[config.mk]
export PLATFORM = sky130hd
export DESIGN_NAME = ahb_arbiter
export DESIGN_NICKNAME = d
export VERILOG_FILES = /design/src/rtl/ahb_arbiter.sv
export SDC_FILE = /design/constraint.sdc
export NUM_CORES = 1
export LEC_CHECK = 0
export BUFFER_PORTS_ARGS = -buffer_cell sky130_fd_sc_hd__buf_2
export CORE_MARGIN = 4
export CORE_UTILIZATION = 49
export CTS_CLUSTER_SIZE = 16
export DETAILED_ROUTE_END_ITERATION = 7
export PLACE_DENSITY = 0.82
export SLEW_MARGIN = 20
export SYNTH_ARGS = -nofsm -noshare
export SYNTH_HDL_FRONTEND = slang
export SYNTH_SLANG_ARGS = --single-unit
[constraint.sdc]
create_clock -name hclk -period 9.25 [get_ports hclk]
set_input_delay 0.925 -clock hclk [delete_from_list [all_inputs] [get_ports hclk]]
set_output_delay 0.925 -clock hclk [all_outputs]
set_load 0.05 [all_outputs]
[src/rtl/ahb_arbiter.sv]
// Two-master arbiter that serialises single transfers onto one AHB-style slave port.
// Round-robin arbitration, one outstanding transfer, with a bounded slave wait.
module ahb_arbiter #(
  parameter int unsigned TIMEOUT = 16
) (
  input  logic        hclk,
  input  logic        hreset,

  input  logic        m0_req,
  input  logic [31:0] m0_addr,
  input  logic        m0_write,
  input  logic [31:0] m0_wdata,
  output logic        m0_gnt,
  output logic        m0_done,

  input  logic        m1_req,
  input  logic [31:0] m1_addr,
  input  logic        m1_write,
  input  logic [31:0] m1_wdata,
  output logic        m1_gnt,
  output logic        m1_done,

  output logic        err,
  output logic [31:0] rdata,

  output logic        hsel,
  output logic [31:0] haddr,
  output logic        hwrite,
  output logic        hready,
  output logic [31:0] hwdata,
  input  logic        hreadyout,
  input  logic [31:0] hrdata
);

  typedef enum logic [1:0] {
    ST_IDLE,
    ST_SEL,
    ST_WAIT,
    ST_DONE
  } state_e;

  localparam logic [7:0] LAST_CNT = 8'(TIMEOUT - 1);

  state_e      state_q, state_d;
  logic        owner_q, owner_d;
  logic        last_grant_q, last_grant_d;
  logic [31:0] addr_q, addr_d;
  logic        write_q, write_d;
  logic [31:0] wdata_q, wdata_d;
  logic [7:0]  cnt_q, cnt_d;
  logic        err_q, err_d;
  logic [31:0] rdata_q, rdata_d;
  logic        winner;

  // Contention goes to the master that was not served last; a lone requester always wins.
  assign winner = (m0_req && m1_req) ? ~last_grant_q : m1_req;

  always_comb begin
    // NOTE: every next-state signal gets its hold value first, so no path through the case can infer a latch.
    state_d      = state_q;
    owner_d      = owner_q;
    last_grant_d = last_grant_q;
    addr_d       = addr_q;
    write_d      = write_q;
    wdata_d      = wdata_q;
    cnt_d        = cnt_q;
    err_d        = err_q;
    rdata_d      = rdata_q;

    unique case (state_q)
      ST_IDLE: begin
        if (m0_req || m1_req) begin
          owner_d      = winner;
          last_grant_d = winner;
          addr_d       = winner ? m1_addr  : m0_addr;
          write_d      = winner ? m1_write : m0_write;
          wdata_d      = winner ? m1_wdata : m0_wdata;
          state_d      = ST_SEL;
        end
      end
      ST_SEL: begin
        state_d = ST_WAIT;
      end
      ST_WAIT: begin
        cnt_d = cnt_q + 8'd1;
        // A response in the last allowed cycle still counts as a normal completion.
        if (hreadyout) begin
          if (!write_q) rdata_d = hrdata;
          err_d   = 1'b0;
          state_d = ST_DONE;
        end else if (cnt_q == LAST_CNT) begin
          rdata_d = 32'h0;
          err_d   = 1'b1;
          state_d = ST_DONE;
        end
      end
      ST_DONE: begin
        cnt_d   = 8'd0;
        state_d = ST_IDLE;
      end
      default: state_d = ST_IDLE;
    endcase
  end

  // NOTE: state registers use non-blocking assignments so every flop samples the pre-edge values.
  always_ff @(posedge hclk or posedge hreset) begin
    if (hreset) begin
      state_q      <= ST_IDLE;
      owner_q      <= 1'b0;
      last_grant_q <= 1'b1;
      addr_q       <= 32'h0;
      write_q      <= 1'b0;
      wdata_q      <= 32'h0;
      cnt_q        <= 8'd0;
      err_q        <= 1'b0;
      rdata_q      <= 32'h0;
    end else begin
      state_q      <= state_d;
      owner_q      <= owner_d;
      last_grant_q <= last_grant_d;
      addr_q       <= addr_d;
      write_q      <= write_d;
      wdata_q      <= wdata_d;
      cnt_q        <= cnt_d;
      err_q        <= err_d;
      rdata_q      <= rdata_d;
    end
  end

  // Every output is a register or a decode of the state/owner registers.
  assign hsel    = (state_q == ST_SEL);
  assign hready  = (state_q == ST_SEL) || (state_q == ST_WAIT);
  assign m0_gnt  = (state_q == ST_SEL)  && !owner_q;
  assign m1_gnt  = (state_q == ST_SEL)  &&  owner_q;
  assign m0_done = (state_q == ST_DONE) && !owner_q;
  assign m1_done = (state_q == ST_DONE) &&  owner_q;
  assign haddr   = addr_q;
  assign hwrite  = write_q;
  assign hwdata  = wdata_q;
  assign err     = err_q;
  assign rdata   = rdata_q;

endmodule

* Yosys cells after proc, flatten, opt, wreduce, memory -nomap -nowiden
Cells that the tools add are included.
Word-level totals: flip-flop bits (word level) 110, output and inout port bits 104, logic and storage cells 47
Operators by class: add/subtract/negate cells 1, equal/unequal tests 7, mux-type cells 14, bitwise logic cells 1, reductions and logical operators 15
Operators by type and width (number):
- $mux 32 | 5
- $pmux 8 s2 | 1
- $add 8x1->8 const B | 1
- $eq 8x4->1 const B | 1
- $pmux 2 s4 | 1
- $mux 2 | 3
- $reduce_and 2->1 | 3
- $logic_and 1x1->1 | 5
- $eq 2x2->1 const B | 2
- $mux 1 | 4
- $ne 2x2->1 const B | 2
- $reduce_bool 2->1 | 2
- $ne 3x3->1 const B | 1
- $reduce_and 3->1 | 1
- $eq 2x1->1 const B | 1
- $logic_not 2->1 | 1
- $logic_or 1x1->1 | 2
- $logic_not 1->1 | 1
- $not 1->1 | 1

* Logic depth before layout (Yosys ltp)
Gate-level depths: netlist of run 1.
word-level depth 4, mapped depth 8

* Worst setup path after synthesis of run 1
OpenSTA, ideal clock, no wires.
path kind register to output, start point register state_q[1], end point output m0_gnt, data arrival time 1.760 ns, setup slack 6.565 ns, stages on the path, launching flop included 4, buffers on the path 0, cells stage by stage dfrtp_1 -> inv_1 -> ha_1 -> nor2b_1
Between the ends: longest elaborated chain between the ends 2
RTL lines:
- start: declaration | line 44 | state_e state_q, state_d;
- start signal: assignment | line 118 | state_q <= state_d;
- $eq 2x1->1
- via hsel | line 26 | output logic hsel,
- $logic_and 1x1->1 | line 133 | assign m0_gnt = (state_q == ST_SEL) && !owner_q;
- end: declaration | line 13 | output logic m0_gnt,
The timed path passes the listed nets, and every way through them passes these cells.

* Worst setup path in the final report of run 1
start point register state_q[0], end point output m0_done
Between the ends: longest elaborated chain between the ends 2
RTL lines:
- $eq 2x2->1 | line 135 | assign m0_done = (state_q == ST_DONE) && !owner_q;
- $logic_and 1x1->1 | line 135
- end: declaration | line 14 | output logic m0_done,
No other way between the ends.

==> flow_metrics.env, run 1 <==
export IMPL_grt_overflow_total=0
export IMPL_synth_ff_type="dfrtp_1"
export IMPL_effective_utilization_at_floorplan_pct=50.55
export IMPL_grt_pass1_vias=5061
export IMPL_layout_commonest_cell="buf_2"
export IMPL_globalplace_congestion=0.8869
export IMPL_average_wire_per_cell_in_the_routed_design_microns=16.45
export IMPL_setup_worst_path_start_class="register"
export IMPL_fp_dieH_microns=111.7
export IMPL_critPathMaxFanout=10
export IMPL_detail_route_iter0_violations=359
export IMPL_timing_critical_path_required_ns=8.33
export IMPL_post_detailed_route_drc_marker_count=0
export IMPL_number_of_maximum_capacitance_constraint_violations=0
export IMPL_timing_rr_start="state_q[0]$_DFFE_PP0P_"
export IMPL_worst_ir_drop_vdd_mv=0.2336
export IMPL_synth_fp_nets=707
export IMPL_synth_edf_count=0
export IMPL_synth_compound_area_share_pct=16.92
export IMPL_areaGrowthSynthToFinish_pct=30.18
export IMPL_ys_ff_latch=110
export IMPL_final_antenna_net_count=0
export IMPL_grt_setup_unrepaired="no"
export IMPL_synthXorXnorAreaFrac_pct=0.4990
export IMPL_dominant_combinational_cell_family_by_area_after_synthesis="compound AO/OA/AOI/OAI gates"
export IMPL_cts_resized=0
export IMPL_postCtsHoldBufs=0
export IMPL_share_of_synthesized_registers_carrying_an_async_set_or_reset_pct=100.0
export IMPL_holdCritPathClass="register to register"
export IMPL_worst_endpoint_arrival_ns=1.66
export IMPL_report_power_total_mw=2.702
export IMPL_post_cts_buffers=0
export IMPL_num_fill_cells=834
export IMPL_number_of_h_tree_branching_levels=3
export IMPL_post_route_period_util_pct=27.98
export IMPL_synth_area_sq_um=5265
export IMPL_flop_to_flop_setup_slack_ns=6.89
export IMPL_netlist_top_cells_area="dfrtp_1 52%, mux2i_1 13%, o21ai_0 9.5%, nand2_1 7.1%, a2bb2oi_1 5.2%"
export IMPL_tritoncts_num_buffers=9
export IMPL_fp_coreArea_sq_um=10420
export IMPL_final_max_slew_viol_count=0
export IMPL_clock_sinks=110
export IMPL_postRouteWirelength_microns=15270
export IMPL_endpoint="m0_done"
export IMPL_worst_r2r_path_depth=5
export IMPL_post_synth_mux_area_share_pct=12.76
export IMPL_slowest_delay_ns=0.43
export IMPL_result_of_the_run="complete, no violations"
export IMPL_antenna_found_initial=5
export IMPL_clockRootBuffer="clkbuf_8"
export IMPL_final_seq_area_sq_um=2754
export IMPL_leakagePower_nw=3.635
export IMPL_drive_above_1_share_pct=37.61
export IMPL_setup_violations_final=0
export IMPL_finalHoldViolCount=0
export IMPL_yosys_area_share_adder_pct=1.426
export IMPL_portBuffers=270
export IMPL_vias_per_cell=5.188
export IMPL_cts_max_path_buffers=2
export IMPL_crit_reg2reg_capture="cnt_q[4]$_DFFE_PP0P_"
export IMPL_tritoncts="built"
export IMPL_firstDrtPassIters=5
export IMPL_max_clk_rate_ghz=0.3863
export IMPL_yosys_area_share_simple_pct=10.27
export IMPL_crit_path_start="state_q[0]$_DFFE_PP0P_"
export IMPL_fin_crit_ns=2.588
export IMPL_synth_top_area_share_pct=51.81
export IMPL_die_width_microns=111.7
export IMPL_maximum_number_of_pins_on_one_net_before_global_route_repair=117
export IMPL_critical_path_cell_chain="ha_1, nor2b_1, buf_2"
export IMPL_fin_tns_setup_ns=0
export IMPL_clk_pin_slew_worst_paths_ns=0.11
export IMPL_criticalPathCategory="register to output port"
export IMPL_first_pass_grt_wire_length_microns=24900
export IMPL_layout_cells_most_common_list="270 x buf_2, 109 x dfrtp_1, 100 x nand2_1, 99 x o21ai_0, 66 x mux2i_1"
export IMPL_seq_area_frac_synth_pct=52.31
export IMPL_rows=37
export IMPL_syn_mean_instance_area_sq_um=9.860
export IMPL_synthDominantAreaCellType="dfrtp_1"
export IMPL_yosys_warnings=0
export IMPL_die_area_sq_um=12470
export IMPL_cp_slowest_cell="ha_1"
export IMPL_timing_max_slew_rel_slack_pct=25.58
export IMPL_ios=271
export IMPL_layout_nets=955
export IMPL_hpwlAfterDp_microns=11680
export IMPL_groute_usage_overall_pct=24.30
export IMPL_pwr_density_cell_nw_per_um2=394.2
export IMPL_multi_input_area_sq_um=2230
export IMPL_syn_inst=534
export IMPL_synth_lib_cells_used_distinct=39
export IMPL_cp_end_kind="output port"
export IMPL_routed_via_count=4814
export IMPL_worst_slew_pin_slew_ns=1.116
export IMPL_final_setup_skew_ns=0.01682
export IMPL_clock_latency_ns=0.36
-- cell usage after synthesis, drive strengths merged (3+ instances only) --
master and instances:
buf 16, or3 3, nand3 4, o21ai 100, clkbuf 21, dfrtp 109, nor2 7, nand2 100
inv 35, mux2i 66, a2bb2oi 31, a21oi 6, ha 6, a31oi 3
-- metal layers --
metal  vias to the layer above  wire length, microns  GRT usage [%]
met1                      2236                  5732          28.36
met5                         -                     0              0
met4                         0                   355          9.327
li1                       2332                     -              -
met3                        28                  1446          8.098
met2                       218                  7732          41.49
-- through the flow --
step	worst slack (ns)	instance area [sq um]	hold WS, ns	util, %	instances
after floorplan	5.424	5265	0.5041	-	534
after global placement	6.392	6670	0.4576	64.04	907
after detailed placement	6.505	6673	0.4653	64.06	907
after CTS	6.646	6842	0.4876	65.68	923
after global routing	6.559	6854	0.5025	65.80	928
final	6.662	6854	0.4796	65.80	928
-- sequential cells by signal (all words and copies together), names as in the netlist --
register	cells
haddr	32
state_q	2
last_grant_q	1
cnt_q	8
owner_q	1
hwdata	32
hwrite	1
rdata	32
err	1
-- kinds of logic (layout without fill, tap and decap cells) --
kind of cell,count (synthesis),in the layout
XOR/XNOR,3,3
buffers and inverters,73,326
AND/OR/NAND/NOR,128,128
adder cells (fa/ha/maj),6,6
other,0,5
multiplexers,67,67
flip-flops,110,110
AO/OA/AOI/OAI,147,147
-- critical path: cells and delay by family (launching register included) --
family,cells,cell delay [ns]
flip-flops,1,0.42
buffers and inverters,1,0.27
adder cells (fa/ha/maj),1,0.43
AND/OR/NAND/NOR,1,0.18
-- how the worst min path moves through the flow --
| stage | startpoint | endpoint | slack (ns) | cells past startpoint |
|---|---|---|---|---|
| floorplan | last_grant_q$_DFFE_PP1P_ | last_grant_q$_DFFE_PP1P_ | 0.50 | 2 |
| global placement | haddr[1]$_DFFE_PP0P_ | haddr[1]$_DFFE_PP0P_ | 0.46 | 2 |
| detailed placement | haddr[23]$_DFFE_PP0P_ | haddr[23]$_DFFE_PP0P_ | 0.47 | 2 |
| CTS | haddr[23]$_DFFE_PP0P_ | haddr[23]$_DFFE_PP0P_ | 0.49 | 2 |
| global route | hwdata[6]$_DFFE_PP0P_ | hwdata[6]$_DFFE_PP0P_ | 0.50 | 2 |
| finish | haddr[23]$_DFFE_PP0P_ | haddr[23]$_DFFE_PP0P_ | 0.48 | 2 |
-- where the power goes --
group / switching, mW / total [mW] / internal, mW
clock: 0.159 / 0.259 / 0.100
combinational: 1.20 / 1.60 / 0.402
sequential: 0.142 / 0.838 / 0.696
-- final cells by class --
| cell class | instances | share of cell area (%) |
|---|---|---|
| Sequential cell | 110 | 40.18 |
| Multi-Input combinational cell | 351 | 32.53 |
| Timing Repair Buffer | 274 | 20.15 |
| Tap cell | 136 | 2.483 |
| Inverter | 36 | 2.008 |
| Clock buffer | 12 | 1.972 |
| Clock inverter | 4 | 0.4929 |
| Antenna cell | 5 | 0.1825 |
Note: power is estimated with default switching activity, not from simulation.
==> inputs of run 2 (changes only) <==
--- a/config.mk
+++ b/config.mk
@@ -7,10 +7,10 @@
 export LEC_CHECK = 0
 export BUFFER_PORTS_ARGS = -buffer_cell sky130_fd_sc_hd__buf_2
 export CORE_MARGIN = 4
-export CORE_UTILIZATION = 49
+export CORE_UTILIZATION = 41
 export CTS_CLUSTER_SIZE = 16
 export DETAILED_ROUTE_END_ITERATION = 7
-export PLACE_DENSITY = 0.82
+export PLACE_DENSITY = 0.72
 export SLEW_MARGIN = 20
 export SYNTH_ARGS = -nofsm -noshare
 export SYNTH_HDL_FRONTEND = slang
==> constraint.sdc (replaced) <==
create_clock -name hclk -period 2.33 [get_ports hclk]
set_input_delay 0.233 -clock hclk [delete_from_list [all_inputs] [get_ports hclk]]
set_output_delay 0.233 -clock hclk [all_outputs]
set_load 0.05 [all_outputs]
==> flow_metrics.env, run 2 (synthesized netlist as in run 1, its figures left out) <==
export IMPL_endpoint="m0_done"
export IMPL_post_detailed_route_drc_marker_count=0
export IMPL_p_clk_share_pct=13.7
export IMPL_final_antenna_net_count=0
export IMPL_timing_rr_start="state_q[1]$_DFFE_PP0P_"
export IMPL_holdWs_ns=0.1314
export IMPL_postRouteWirelength_microns=15190
export IMPL_firstDrtPassIters=4
export IMPL_power_net_switching_mw=6.029
export IMPL_tritoncts="built"
export IMPL_crit_cells=3
export IMPL_fp_dieH_microns=121.3
export IMPL_cp_top_family="adder cells"
export IMPL_criticalPathCategory="register to output port"
export IMPL_clk_pin_slew_worst_paths_ns=0.07
export IMPL_tritoncts_num_buffers=9
export IMPL_worst_slew_pin_slew_ns=0.6970
export IMPL_crit_reg2reg_capture="state_q[1]$_DFFE_PP0P_"
export IMPL_routed_via_count=4738
export IMPL_antenna_found_initial=2
export IMPL_final_setup_skew_ns=0.008740
export IMPL_portBuffers=270
export IMPL_p_sw_share_pct=53.29
export IMPL_result_of_the_run="complete, no violations"
export IMPL_cellInternalPower_mw=5.285
export IMPL_seq_power_share_pct=29.4
export IMPL_number_of_h_tree_branching_levels=3
export IMPL_maximum_number_of_pins_on_one_net_before_global_route_repair=102
export IMPL_layout_commonest_cell="buf_2"
export IMPL_cp_slowest_cell="ha_1"
export IMPL_cp_num_buf_inv=1
export IMPL_final_max_slew_viol_count=0
export IMPL_groute_usage_overall_pct=20.51
export IMPL_finalHoldViolCount=0
export IMPL_cp_end_kind="output port"
export IMPL_power_combinational_fraction_pct=56.9
export IMPL_crit_path_start="state_q[1]$_DFFE_PP0P_"
export IMPL_average_wire_per_cell_in_the_routed_design_microns=15.64
export IMPL_setup_violations_final=0
export IMPL_areaGrowthSynthToFinish_pct=36.10
export IMPL_grt_pass1_vias=4763
export IMPL_clock_sinks=110
export IMPL_first_pass_grt_wire_length_microns=23830
export IMPL_critPathMaxFanout=10
export IMPL_cts_max_path_buffers=2
export IMPL_critical_path_cell_chain="ha_1, nor2b_1, buf_2"
export IMPL_grt_setup_unrepaired="no"
export IMPL_clockRootBuffer="clkbuf_16"
export IMPL_layout_cells_most_common_list="270 x buf_2, 109 x dfrtp_1, 100 x nand2_1, 99 x o21ai_0, 66 x mux2i_1"
export IMPL_hpwlAfterDp_microns=11880
export IMPL_hold_path_startpoint="hreadyout"
export IMPL_cts_resized=0
export IMPL_globalplace_congestion=0.7991
export IMPL_post_route_period_util_pct=80.65
export IMPL_max_clk_rate_ghz=0.5321
export IMPL_worst_endpoint_arrival_ns=1.65
export IMPL_slowest_delay_ns=0.42
export IMPL_leakagePower_nw=3.759
export IMPL_fin_tns_setup_ns=0
export IMPL_pwr_density_cell_nw_per_um2=1579
export IMPL_layout_nets=966
export IMPL_setup_worst_path_start_class="register"
export IMPL_timing_critical_path_required_ns=2.10
export IMPL_vias_per_cell=4.880
export IMPL_fin_crit_ns=1.879
export IMPL_drive_above_1_share_pct=38.60
export IMPL_grt_overflow_total=0
export IMPL_die_width_microns=121.3
export IMPL_flop_to_flop_setup_slack_ns=0.47
export IMPL_detail_route_iter0_violations=315
export IMPL_worst_ir_drop_vdd_mv=0.8231
export IMPL_fp_coreArea_sq_um=12620
export IMPL_num_fill_cells=1141
export IMPL_worst_r2r_path_depth=5
export IMPL_effective_utilization_at_floorplan_pct=41.72
export IMPL_rows=41
export IMPL_ios=271
export IMPL_die_area_sq_um=14720
export IMPL_number_of_maximum_capacitance_constraint_violations=0
export IMPL_timing_max_slew_rel_slack_pct=53.36
export IMPL_clock_latency_ns=0.35
export IMPL_holdCritPathClass="primary input to register"
==> run 2: worst register-to-register path: cells and delay by family, from the launching register on <==
family	cells	cell delay, ns
adders and majority gates	1	0.32
DFF	1	0.42
buffers and inverters	1	0.14
AOI/OAI and AO/OA	2	0.33
and+or+nand+nor	1	0.51
==> run 2: layout make-up <==
cell class / count / area [sq um] / share of cell area (%)
inverters: 36 / 138.9 / 1.938
repair buffers: 285 / 1529 / 21.34
clock buffers: 9 / 225.2 / 3.143
clock inverters: 7 / 73.82 / 1.030
well taps: 172 / 215.2 / 3.003
flip-flops and latches: 110 / 2754 / 38.43
multi-input cells: 351 / 2227 / 31.08
diodes: 1 / 2.502 / 0.03492
==> run 2: stage by stage <==
step	util [%]	power, mW	cell area, sq um	setup WS (ns)	cells
6_report	56.78	11.31	7166	0.4508	971
3_5_place_dp	54.31	9.845	6854	0.4856	953
2_1_floorplan	-	8.168	5269	0.3371	534
3_3_place_gp	54.31	9.660	6854	0.6033	953
5_1_grt	56.76	12.03	7163	0.2858	970
4_1_cts	56.76	11.40	7163	0.4399	970
==> run 2: power groups by stage <==
stage	Clock, mW	Sequential, mW	Combinational (mW)
4_1_cts	1.58	3.32	6.50
2_1_floorplan	0	5.98	2.19
6_report	1.55	3.32	6.44
3_5_place_dp	0	3.34	6.51
5_1_grt	1.66	3.44	6.92
3_3_place_gp	0	3.31	6.35
==> run 2: routing by layer <==
layer  GRT usage [%]  share of wire [%]
met1           24.91                 39
met2           34.30                 49
met3           6.853                9.9
met4           6.793                1.8
met5               0               0.14
==> run 2: worst min path at each step <==
| stage | cells past startpoint | to | slack [ns] |
|---|---|---|---|
| 2_1_floorplan | 1 | last_grant_q$_DFFE_PP1P_ | 0.30 |
| 3_3_place_gp | 2 | rdata[10]$_DFFE_PP0P_ | 0.35 |
| 3_5_place_dp | 2 | rdata[10]$_DFFE_PP0P_ | 0.35 |
| 4_1_cts | 2 | err$_DFFE_PP0P_ | 0.12 |
| 5_1_grt | 2 | err$_DFFE_PP0P_ | 0.14 |
| 6_report | 2 | err$_DFFE_PP0P_ | 0.13 |
==> run 2: timing repair <==
action | CTS | global route
hold buffers | 1 | 0
hold endpoints to repair | 25 | 0
buffers inserted | 0 | 0
==> inputs of run 3 (changes only) <==
==> constraint.sdc (replaced) <==
create_clock -name hclk -period 1.6 [get_ports hclk]
set_input_delay 0.16 -clock hclk [delete_from_list [all_inputs] [get_ports hclk]]
set_output_delay 0.16 -clock hclk [all_outputs]
set_load 0.05 [all_outputs]
==> flow_metrics.env, run 3 (synthesized netlist as in run 1, its figures left out) <==
export IMPL_antenna_found_initial=3
export IMPL_clock_sinks=110
export IMPL_first_pass_grt_wire_length_microns=23520
export IMPL_final_max_slew_viol_count=0
export IMPL_clock_latency_ns=0.35
export IMPL_fp_dieH_microns=121.3
export IMPL_timing_rr_start="cnt_q[4]$_DFFE_PP0P_"
export IMPL_worst_ir_drop_vdd_mv=1.180
export IMPL_stdcell_area_sq_um=7382
export IMPL_flop_to_flop_setup_slack_ns=-0.01
export IMPL_ios=271
export IMPL_critPathMaxFanout=32
export IMPL_detail_route_iter0_violations=321
export IMPL_portBuffers=270
export IMPL_postPlaceCellArea_sq_um=6964
export IMPL_worst_slack_ns=-0.009985
export IMPL_grt_overflow_total=0
export IMPL_result_of_the_run="complete, but fails checks"
export IMPL_layout_nets=975
export IMPL_tritoncts="built"
export IMPL_cp_num_buf_inv=1
export IMPL_p_clk_share_pct=13.0
export IMPL_cts_max_path_buffers=2
export IMPL_hpwlAfterDp_microns=11570
export IMPL_fp_coreArea_sq_um=12620
export IMPL_layoutNonFillerInstCount=979
export IMPL_number_of_h_tree_branching_levels=3
export IMPL_slowest_delay_ns=0.56
export IMPL_crit_cells=4
export IMPL_cp_top_family="simple AND/OR/NAND/NOR gates"
export IMPL_effective_utilization_at_floorplan_pct=41.72
export IMPL_clk_pin_slew_worst_paths_ns=0.07
export IMPL_final_antenna_net_count=0
export IMPL_average_wire_per_cell_in_the_routed_design_microns=15.55
export IMPL_violations="negative hold slack, negative setup slack"
export IMPL_leakagePower_nw=3.832
export IMPL_critical_path_cell_chain="or4_4, o31ai_4, buf_12, o21ai_0"
export IMPL_postRouteWirelength_microns=15220
export IMPL_layout_cells_most_common_list="265 x buf_2, 108 x dfrtp_1, 100 x nand2_1, 92 x o21ai_0, 66 x mux2i_1"
export IMPL_placed_cells_incl_taps=959
export IMPL_die_width_microns=121.3
export IMPL_routed_via_count=4763
export IMPL_power_combinational_fraction_pct=58.4
export IMPL_p_sw_share_pct=52.26
export IMPL_grt_setup_unrepaired="yes"
export IMPL_timing_max_slew_rel_slack_pct=58.79
export IMPL_post_route_period_util_pct=100.6
export IMPL_globalplace_congestion=0.8155
export IMPL_cellInternalPower_mw=8.102
export IMPL_worst_slew_pin_slew_ns=0.6182
export IMPL_finish_utilization_pct=58.50
export IMPL_cp_end_kind="register"
export IMPL_criticalPathCategory="register to register"
export IMPL_setup_worst_path_start_class="register"
export IMPL_fin_crit_ns=1.610
export IMPL_tritoncts_num_buffers=9
export IMPL_clockRootBuffer="clkbuf_16"
export IMPL_seq_power_share_pct=28.6
export IMPL_worst_endpoint_arrival_ns=1.83
export IMPL_drive_above_1_share_pct=40.82
export IMPL_power_net_switching_mw=8.870
export IMPL_pwr_density_cell_nw_per_um2=2299
export IMPL_timing_critical_path_required_ns=1.82
export IMPL_maximum_number_of_pins_on_one_net_before_global_route_repair=111
export IMPL_setup_violations_final=1
export IMPL_post_detailed_route_drc_marker_count=0
export IMPL_vias_per_cell=4.865
export IMPL_holdWs_ns=-0.04443
export IMPL_groute_usage_overall_pct=20.23
export IMPL_grt_pass1_vias=4758
export IMPL_detailedPlace_worstSlack_ns=-0.08081
export IMPL_cp_slowest_cell="or4_4"
export IMPL_crit_reg2reg_capture="rdata[0]$_DFFE_PP0P_"
export IMPL_max_clk_rate_ghz=0.6211
export IMPL_rows=41
export IMPL_number_of_maximum_capacitance_constraint_violations=0
export IMPL_areaGrowthSynthToFinish_pct=40.21
export IMPL_worst_r2r_path_depth=4
export IMPL_holdCritPathClass="primary input to asynchronous set/reset pin"
export IMPL_layout_commonest_cell="buf_2"
export IMPL_fin_tns_setup_ns=-0.009985
export IMPL_firstDrtPassIters=4
export IMPL_final_setup_skew_ns=0.005149
export IMPL_die_area_sq_um=14720
export IMPL_num_fill_cells=1113
export IMPL_finalHoldViolCount=33
==> run 3: changes by cell type in the layout (fill, tap and decap cells not counted), sizes merged <==
cell         delta
buf             +9
clkbuf          +6
clkinv          -1
clkinvlp        -4
dlygate4sd3     -1
inv             -1
==> run 3: how the worst max path moves through the flow <==
stage	from	endpoint	slack, ns
after floorplan	hreset	hwrite$_DFFE_PP0P_	-0.005
after global placement	cnt_q[4]$_DFFE_PP0P_	rdata[4]$_DFFE_PP0P_	0.02
after detailed placement	state_q[0]$_DFFE_PP0P_	rdata[0]$_DFFE_PP0P_	-0.08
after CTS	cnt_q[4]$_DFFE_PP0P_	rdata[24]$_DFFE_PP0P_	-0.01
after global routing	cnt_q[4]$_DFFE_PP0P_	rdata[23]$_DFFE_PP0P_	-0.06
final	cnt_q[4]$_DFFE_PP0P_	rdata[0]$_DFFE_PP0P_	-0.01
==> run 3: final cells by class <==
class                           instances  area, sq um  share of cell area [%]
Clock buffer                           14        254.0                   3.441
Timing Repair Buffer                  294         1679                   22.75
Tap cell                              172        215.2                   2.915
Clock inverter                          1        30.03                  0.4068
Inverter                               36        138.9                   1.881
Multi-Input combinational cell        351         2307                   31.25
Antenna cell                            1        2.502                 0.03390
Sequential cell                       110         2755                   37.32
==> run 3: power by group through the flow <==
stage / logic, mW / clock network, mW / registers, mW
after CTS: 9.81 / 2.27 / 4.85
after global placement: 9.44 / 0 / 4.82
after detailed placement: 9.70 / 0 / 4.87
final: 9.91 / 2.20 / 4.85
after global routing: 10.6 / 2.38 / 5.01
after floorplan: 3.22 / 0 / 8.72
==> run 3: stage by stage <==
stage | hold slack [ns] | total power [mW]
2_1_floorplan | 0.2300 | 11.94
3_3_place_gp | 0.3768 | 14.27
3_5_place_dp | 0.3840 | 14.56
4_1_cts | 0.003595 | 16.93
5_1_grt | 0.03839 | 17.99
6_report | -0.04443 | 16.97
==> run 3: worst reg2reg max path: stages, from the launching register on <==
cell     delay, ns
dfrtp_1       0.38
or4_4         0.56
o31ai_4       0.22
buf_12        0.21
o21ai_0       0.11
==> run 3: per-layer routing <==
metal  wire, microns  up-vias  part of all wire (%)  global-route usage (%)
met5              25        -                  0.16                       0
met4             341        4                   2.2                   7.913
met3            1368       28                   9.0                   5.594
met2            7455      202                    49                   33.71
met1            6029     2166                    40                   24.90
li1                -     2363                     -                       -
==> run 3: what timing repair did <==
item / 4_1_cts / 5_1_grt
gates cloned: 0 / 0
resized for setup: 15 / 19
buffers inserted: 1 / 3
setup endpoints to repair: 33 / 41
pin swaps: 0 / 0
hold buffers: 0 / 0
